## config.mk

```make
export PLATFORM = sky130hd
export DESIGN_NAME = booth_dot_accumulator
export DESIGN_NICKNAME = d
export VERILOG_FILES = /design/src/rtl/booth_dot_accumulator.sv
export SDC_FILE = /design/constraint.sdc
export NUM_CORES = 1
export LEC_CHECK = 0
export ABC_AREA = 1
export BUFFER_PORTS_ARGS = -buffer_cell sky130_fd_sc_hd__buf_2
export CORE_MARGIN = 2
export CORE_UTILIZATION = 45
export CTS_CLUSTER_DIAMETER = 60
export DETAILED_ROUTE_END_ITERATION = 16
export HOLD_SLACK_MARGIN = 0.08
export SKIP_CTS_REPAIR_TIMING = 1
export SLEW_MARGIN = 20
export SYNTH_ARGS = -nofsm -noshare
export SYNTH_HDL_FRONTEND = slang
export SYNTH_SLANG_ARGS = --single-unit
```

## constraint.sdc

```tcl
create_clock -name clk -period 2.95 [get_ports clk]
set_input_delay 0.885 -clock clk [delete_from_list [all_inputs] [get_ports clk]]
set_output_delay 0.885 -clock clk [all_outputs]
set_load 0.005 [all_outputs]
```

## src/rtl/booth_dot_accumulator.sv

```systemverilog
// Saturating signed dot-product accumulator fed by a stream of Booth products.
// Closes a vector on prod_last or at MAX_LEN beats and holds the result until it is accepted.
module booth_dot_accumulator #(
    parameter int DATA_WIDTH = 8,
    parameter int ACC_WIDTH  = 24,
    parameter int MAX_LEN    = 256,
    localparam int CW        = $clog2(MAX_LEN + 1)
) (
    input  logic                      clk,
    input  logic                      rst,
    input  logic                      prod_valid,
    output logic                      prod_ready,
    input  logic [2*DATA_WIDTH-1:0]   prod_data,
    input  logic                      prod_last,
    output logic                      res_valid,
    input  logic                      res_ready,
    output logic [ACC_WIDTH-1:0]      res_data,
    output logic [CW-1:0]             res_count,
    output logic                      res_sat,
    output logic                      err_len
);

    localparam int PW = 2 * DATA_WIDTH;

    typedef enum logic [1:0] {
        S_IDLE  = 2'd0,
        S_ACCUM = 2'd1,
        S_HOLD  = 2'd2
    } state_t;

    state_t                 state_q;
    logic [ACC_WIDTH-1:0]   acc_q;
    logic [CW-1:0]          cnt_q;
    logic                   sat_q;
    logic                   prod_ready_q;
    logic                   res_valid_q;
    logic [ACC_WIDTH-1:0]   res_data_q;
    logic [CW-1:0]          res_count_q;
    logic                   res_sat_q;
    logic                   err_len_q;

    logic [ACC_WIDTH:0]     sum_wide;
    logic [ACC_WIDTH-1:0]   acc_d;
    logic [CW-1:0]          cnt_d;
    logic                   clamp;
    logic                   accept;
    logic                   close;

    // One guard bit catches overflow: the top two bits of the wide sum disagree.
    always_comb begin
        sum_wide = {acc_q[ACC_WIDTH-1], acc_q}
                 + {{(ACC_WIDTH + 1 - PW){prod_data[PW-1]}}, prod_data};
        clamp    = sum_wide[ACC_WIDTH] != sum_wide[ACC_WIDTH-1];
        acc_d    = sum_wide[ACC_WIDTH-1:0];
        if (clamp) begin
            acc_d = sum_wide[ACC_WIDTH] ? {1'b1, {(ACC_WIDTH-1){1'b0}}}
                                        : {1'b0, {(ACC_WIDTH-1){1'b1}}};
        end
        cnt_d  = cnt_q + CW'(1);
        accept = prod_valid && prod_ready_q;
        close  = prod_last || (cnt_d == CW'(MAX_LEN));
    end

    always_ff @(posedge clk) begin
        if (rst) begin
            state_q      <= S_IDLE;
            acc_q        <= '0;
            cnt_q        <= '0;
            sat_q        <= 1'b0;
            prod_ready_q <= 1'b0;
            res_valid_q  <= 1'b0;
            res_data_q   <= '0;
            res_count_q  <= '0;
            res_sat_q    <= 1'b0;
            err_len_q    <= 1'b0;
        end else begin
            case (state_q)
                S_IDLE, S_ACCUM: begin
                    prod_ready_q <= 1'b1;
                    if (accept) begin
                        acc_q <= acc_d;
                        cnt_q <= cnt_d;
                        sat_q <= sat_q | clamp;
                        if (close) begin
                            res_data_q   <= acc_d;
                            res_count_q  <= cnt_d;
                            res_sat_q    <= sat_q | clamp;
                            err_len_q    <= !prod_last;
                            res_valid_q  <= 1'b1;
                            prod_ready_q <= 1'b0;
                            state_q      <= S_HOLD;
                        end else begin
                            state_q <= S_ACCUM;
                        end
                    end
                end
                S_HOLD: begin
                    if (res_ready) begin
                        res_valid_q  <= 1'b0;
                        acc_q        <= '0;
                        cnt_q        <= '0;
                        sat_q        <= 1'b0;
                        prod_ready_q <= 1'b1;
                        state_q      <= S_IDLE;
                    end
                end
                default: begin
                    state_q      <= S_IDLE;
                    prod_ready_q <= 1'b0;
                end
            endcase
        end
    end

    assign prod_ready = prod_ready_q;
    assign res_valid  = res_valid_q;
    assign res_data   = res_data_q;
    assign res_count  = res_count_q;
    assign res_sat    = res_sat_q;
    assign err_len    = err_len_q;

endmodule

```

Yosys cells after proc, flatten, opt, wreduce, memory -nomap -nowiden:

Index checks and enable logic that the tools add are counted.

* output and inout bits: 37
* logic and storage cells: 52
* input bits: 21
* register bits after elaboration: 73

* equality and inequality tests: 7
* bitwise gates (word level): 1
* reductions and logical operators: 10
* multiplexer cells: 22
* add/sub/neg operators: 2

Operators by type and width (number)
* $mux W24: 4
* $pmux W24 S2: 1
* $add A24 B16 Y25: 1
* $mux W9: 2
* $pmux W9 S2: 1
* $add A9 B1 Y9 const B: 1
* $eq A9 B9 Y1 const B: 1
* $mux W1: 7
* $mux W2: 3
* $ne A2 B2 Y1 const B: 3
* $pmux W1 S2: 3
* $reduce_and A3 Y1: 2
* $pmux W2 S2: 1
* $reduce_and A4 Y1: 1
* $eq A2 B1 Y1 const B: 1
* $eq A2 B2 Y1 const B: 1
* $logic_not A2 Y1: 1
* $reduce_and A2 Y1: 1
* $reduce_bool A2 Y1: 1
* $reduce_or A2 Y1: 1
* $logic_and A1 B1 Y1: 1
* $logic_not A1 Y1: 1
* $logic_or A1 B1 Y1: 1
* $ne A1 B1 Y1: 1
* $or A1 B1 Y1: 1

Logic depth before layout (Yosys ltp):

* depth after elaboration: 6
* depth in mapped cells: 18
* gate-level depth less buffers: 17

Worst setup path before layout:

No wires, ideal clock.

* path kind: input to register
* start point: input prod_data[0]
* end point: register res_data_q[14] (netlist: res_data[14])
* data required time: 2.837 ns
* cell stages on the path: 16
* data arrival time: 2.646 ns
* setup time: 0.113 ns
* buffers on the path: 0
* slack: 0.191 ns
* cell sequence: ha_1 > inv_1 > fa_1 > inv_1 > nand2_1 > nand2_1 > nand2_1 > o21ai_0 > nand2_1 > nor2_1 > nor2_1 > xnor2_1 > nand2_1 > nand2_1 > o21ai_1 > inv_1

* word-level cells in the longest chain between the ends: 3
* elaborated cells between the ends (all ways): 4
* classes of those cells: 1 x add/sub; 1 x eq/ne; 2 x mux

RTL lines
* start: declaration: line 13 `input logic [2*DATA_WIDTH-1:0] prod_data,`
* $add A24 B16 Y25 (*): line 52 `+ {{(ACC_WIDTH + 1 - PW){prod_data[PW-1]}}, prod_data};`
* $mux W24 / $ne A1 B1 Y1 (equally long branches): line 56, 53
* $mux W24 (*): line 55 `if (clamp) begin`
* end signal: assignment: line 72 `res_data_q <= '0;`
* end signal: assignment: line 85 `res_data_q <= acc_d;`
* end: declaration: line 37 `logic [ACC_WIDTH-1:0] res_data_q;`

Mark *: on every way between the ends. The rest lies on a longest branch, timed or not.
A chain may end at the register's enable or synchronous reset.

Worst setup path after layout:

* start point: input prod_data[15]
* end point: register res_data_q[9] (netlist: res_data[9])

Same word-level chain as after synthesis.

==> flow_summary.json <==
{
  "outcome": "completed",
  "cts-root-buf": "clkbuf_8",
  "grt_max_degree": 60,
  "seq_area_frac_synth": 0.304,
  "ys_warn_count": 0,
  "reg2reg_slack_ns": 0.36,
  "syn_inst": 743,
  "maxCapViolations": 0,
  "fin_crit_sh": 0.921,
  "design_area_um2": 5920,
  "rows": 37,
  "layout.nets": 900,
  "htree_levels": 3,
  "drt_wl_total_um": 13400,
  "die_area_um2": 11500,
  "ios": 58,
  "hold_end": "res_count[3]",
  "synth-main-ff-cell": "dfxtp_1",
  "syn_avg_cell_area_um2": 6.46,
  "fin_util": 0.574,
  "setup_viol": 0,
  "slew_viol_final": 0,
  "area_growth_pct": 23.4,
  "fin_cells": 993,
  "dieHeight_um": 107,
  "placed_cells_incl_taps": 977,
  "powerDensity_nw_per_um2": 515,
  "cp-end-kind": "flip-flop",
  "critPathKind": "in -> reg",
  "synth-seq-cells": 73,
  "drc": 0,
  "drive_gt1_frac": 0.215,
  "min_from": "res_count[3]",
  "gp_congestion": 0.946,
  "clkTransAtPathRegs_ns": 0.08,
  "first_global_vias": 4694,
  "ff_latch_area_um2": 1460,
  "fin_worst_skew_ns": 0.0134,
  "io_buffers": 57,
  "vias": 4849,
  "synthArstFlopShare": 0,
  "placed_area_um2": 5650,
  "worst_hold_slack_ns": 0.467,
  "core_um2": 10300,
  "dr.pass1.iters": 4,
  "numCtsBuffers": 9,
  "grt_pass1_wl_um": 22300,
  "fillers": 1053,
  "start_util": 0.465,
  "hold_viol_final": 0,
  "die_w_um": 107,
  "dpl.hpwl_um": 10500,
  "wire_per_inst_um": 13.5,
  "grt_usage": 0.245,
  "ys_top_cells_by_area": "dfxtp_1 (30%), nand2_1 (18%), a21oi_1 (7.4%), inv_1 (7.4%), ha_1 (6.8%)",
  "ant_nets": 0,
  "startpoint": "prod_data[15]",
  "critPathLaunchType": "input port",
  "power.leakage_nw": 3.06,
  "cts_sinks": 73,
  "slew_headroom": 0.594,
  "grt-ovfl-total": 0,
  "synth.largest_area_cell": "dfxtp_1",
  "multi_input_area_um2": 2820,
  "diodes": 0,
  "vias_per_cell": 4.88,
  "peakVddDrop_v": 0.000276,
  "synth_cell_types": 35,
  "holdPathStages": 2,
  "clockBufferDepth": 2,
  "crit_fanout": 9,
  "drt_iter0_markers": 205,
  "clk-insertion-delay-late_ns": 0.36,
  "synth_top_area_share": 0.304,
  "cts_tree": "yes",
  "cp.arrival_ns": 2.97,
  "hold_class": "reg -> reg",
  "antenna_found_initial": 0,
  "rsz0062_at_grt": "no",
  "max_clock_freq_mhz": 368,
  "period_needed_ns": 2.72,
  "synth_edf_count": 0,
  "netlist_area_um2": 4800,
  "worstPathRequired_ns": 3.20,
  "max_slew.worst_pin.slew_ns": 0.609,
  "regToRegEndpoint": "res_sat",
  "r2r_cells": 12,
  "reg2reg_from": "cnt_q[0]",
  "syn_nets": 791
}
[synth_stat cells, types with 6 or more instances]
cell type / instances
o21ai_0: 21
clkbuf_1: 10
a21oi_1: 71
o21bai_1: 7
nor2_2: 6
xor2_1: 9
dfxtp_1: 73
a21oi_2: 12
nand3_1: 18
nand2_1: 226
nor2_1: 64
xnor2_1: 11
nand2_2: 13
nand4_1: 15
o21ai_1: 25
ha_1: 26
inv_1: 94
[flip-flops by register name (all words and copies together) (netlist names)]
| signal | count |
|---|---|
| sat_q | 1 |
| err_len | 1 |
| res_sat | 1 |
| res_count | 9 |
| res_valid | 1 |
| prod_ready | 1 |
| res_data | 24 |
| cnt_q | 9 |
| state_q | 2 |
| acc_q | 24 |
[worst max-delay path by stage]
stage                   end  slack, ns
2_1_floorplan  res_data[14]       0.19
3_3_place_gp   res_data[14]      -0.13
3_5_place_dp    res_data[9]      -0.13
4_1_cts           acc_q[14]       0.24
5_1_grt           acc_q[14]       0.02
6_report        res_data[9]       0.23
[layer usage]
metal  vias to the layer above  global-route usage  wire length, um
met5                         -                   0                0
met4                         0              0.0798              295
met3                        20              0.0400              358
met2                        71               0.418             6200
met1                      2181               0.315             6540
li1                       2577                   -                -
[worst max-delay path: stages]
cell     delay [ns]
buf_2          0.17
buf_4          0.15
ha_1           0.30
nand2_1        0.07
nor2_1         0.18
nand2_1        0.11
nor2_2         0.13
nand2_2        0.08
nand3_2        0.09
nand2_1        0.06
nand2_2        0.07
nand2_2        0.07
buf_4          0.18
nand2_1        0.07
nand2_1        0.13
o21ai_1        0.16
inv_1          0.05
[layout make-up]
class,count,share of cell area
clock buffers,10,0.0216
clock inverters,6,0.0232
inverters,100,0.0634
multi-input cells,545,0.476
flip-flops and latches,73,0.247
well taps,136,0.0287
repair buffers,123,0.140
[report_power, final]
group / switching, mW / total, mW / internal, mW
Combinational: 0.523 / 0.898 / 0.376
Clock: 0.417 / 1.07 / 0.653
Sequential: 0.0380 / 1.08 / 1.04
Total: 0.977 / 3.05 / 2.07
[per-stage QoR]
| stage | setup TNS [ns] | power [mW] | setup slack, ns |
|---|---|---|---|
| after floorplan | 0 | 1.66 | 0.191 |
| after global placement | -1.04 | 1.99 | -0.130 |
| after detailed placement | -1.52 | 2.00 | -0.135 |
| after CTS | 0 | 3.07 | 0.240 |
| after global routing | 0 | 3.23 | 0.0171 |
| final | 0 | 3.05 | 0.232 |
[kinds of logic (layout without fill, tap and decap cells)]
kind of cell               count (synthesis)  count (layout)  share of synthesized area
and+or+nand+nor                          359             359                      0.319
AOI/OAI and AO/OA                        139             139                      0.159
buffers and inverters                    125             239                      0.109
DFF                                       73              73                      0.304
adders and majority gates                 27              27                     0.0719
xor gates and xnor gates                  20              20                     0.0365
[placed cells by master (no fill, tap or decap), types with 7 or more instances in the layout]
master / netlist / final
o21ai_0: 21 / 21
nand4_1: 15 / 15
nor2_1: 64 / 64
a21oi_2: 12 / 13
nand3_1: 18 / 18
nand2_2: 13 / 13
buf_2: 5 / 57
nand2_1: 226 / 226
inv_1: 94 / 94
xor2_1: 9 / 9
buf_4: 2 / 62
clkbuf_8: 0 / 9
ha_1: 26 / 26
o21bai_1: 7 / 7
xnor2_1: 11 / 11
o21ai_1: 25 / 25
a21oi_1: 71 / 70
dfxtp_1: 73 / 73
Power figures use the tool's default switching activity.
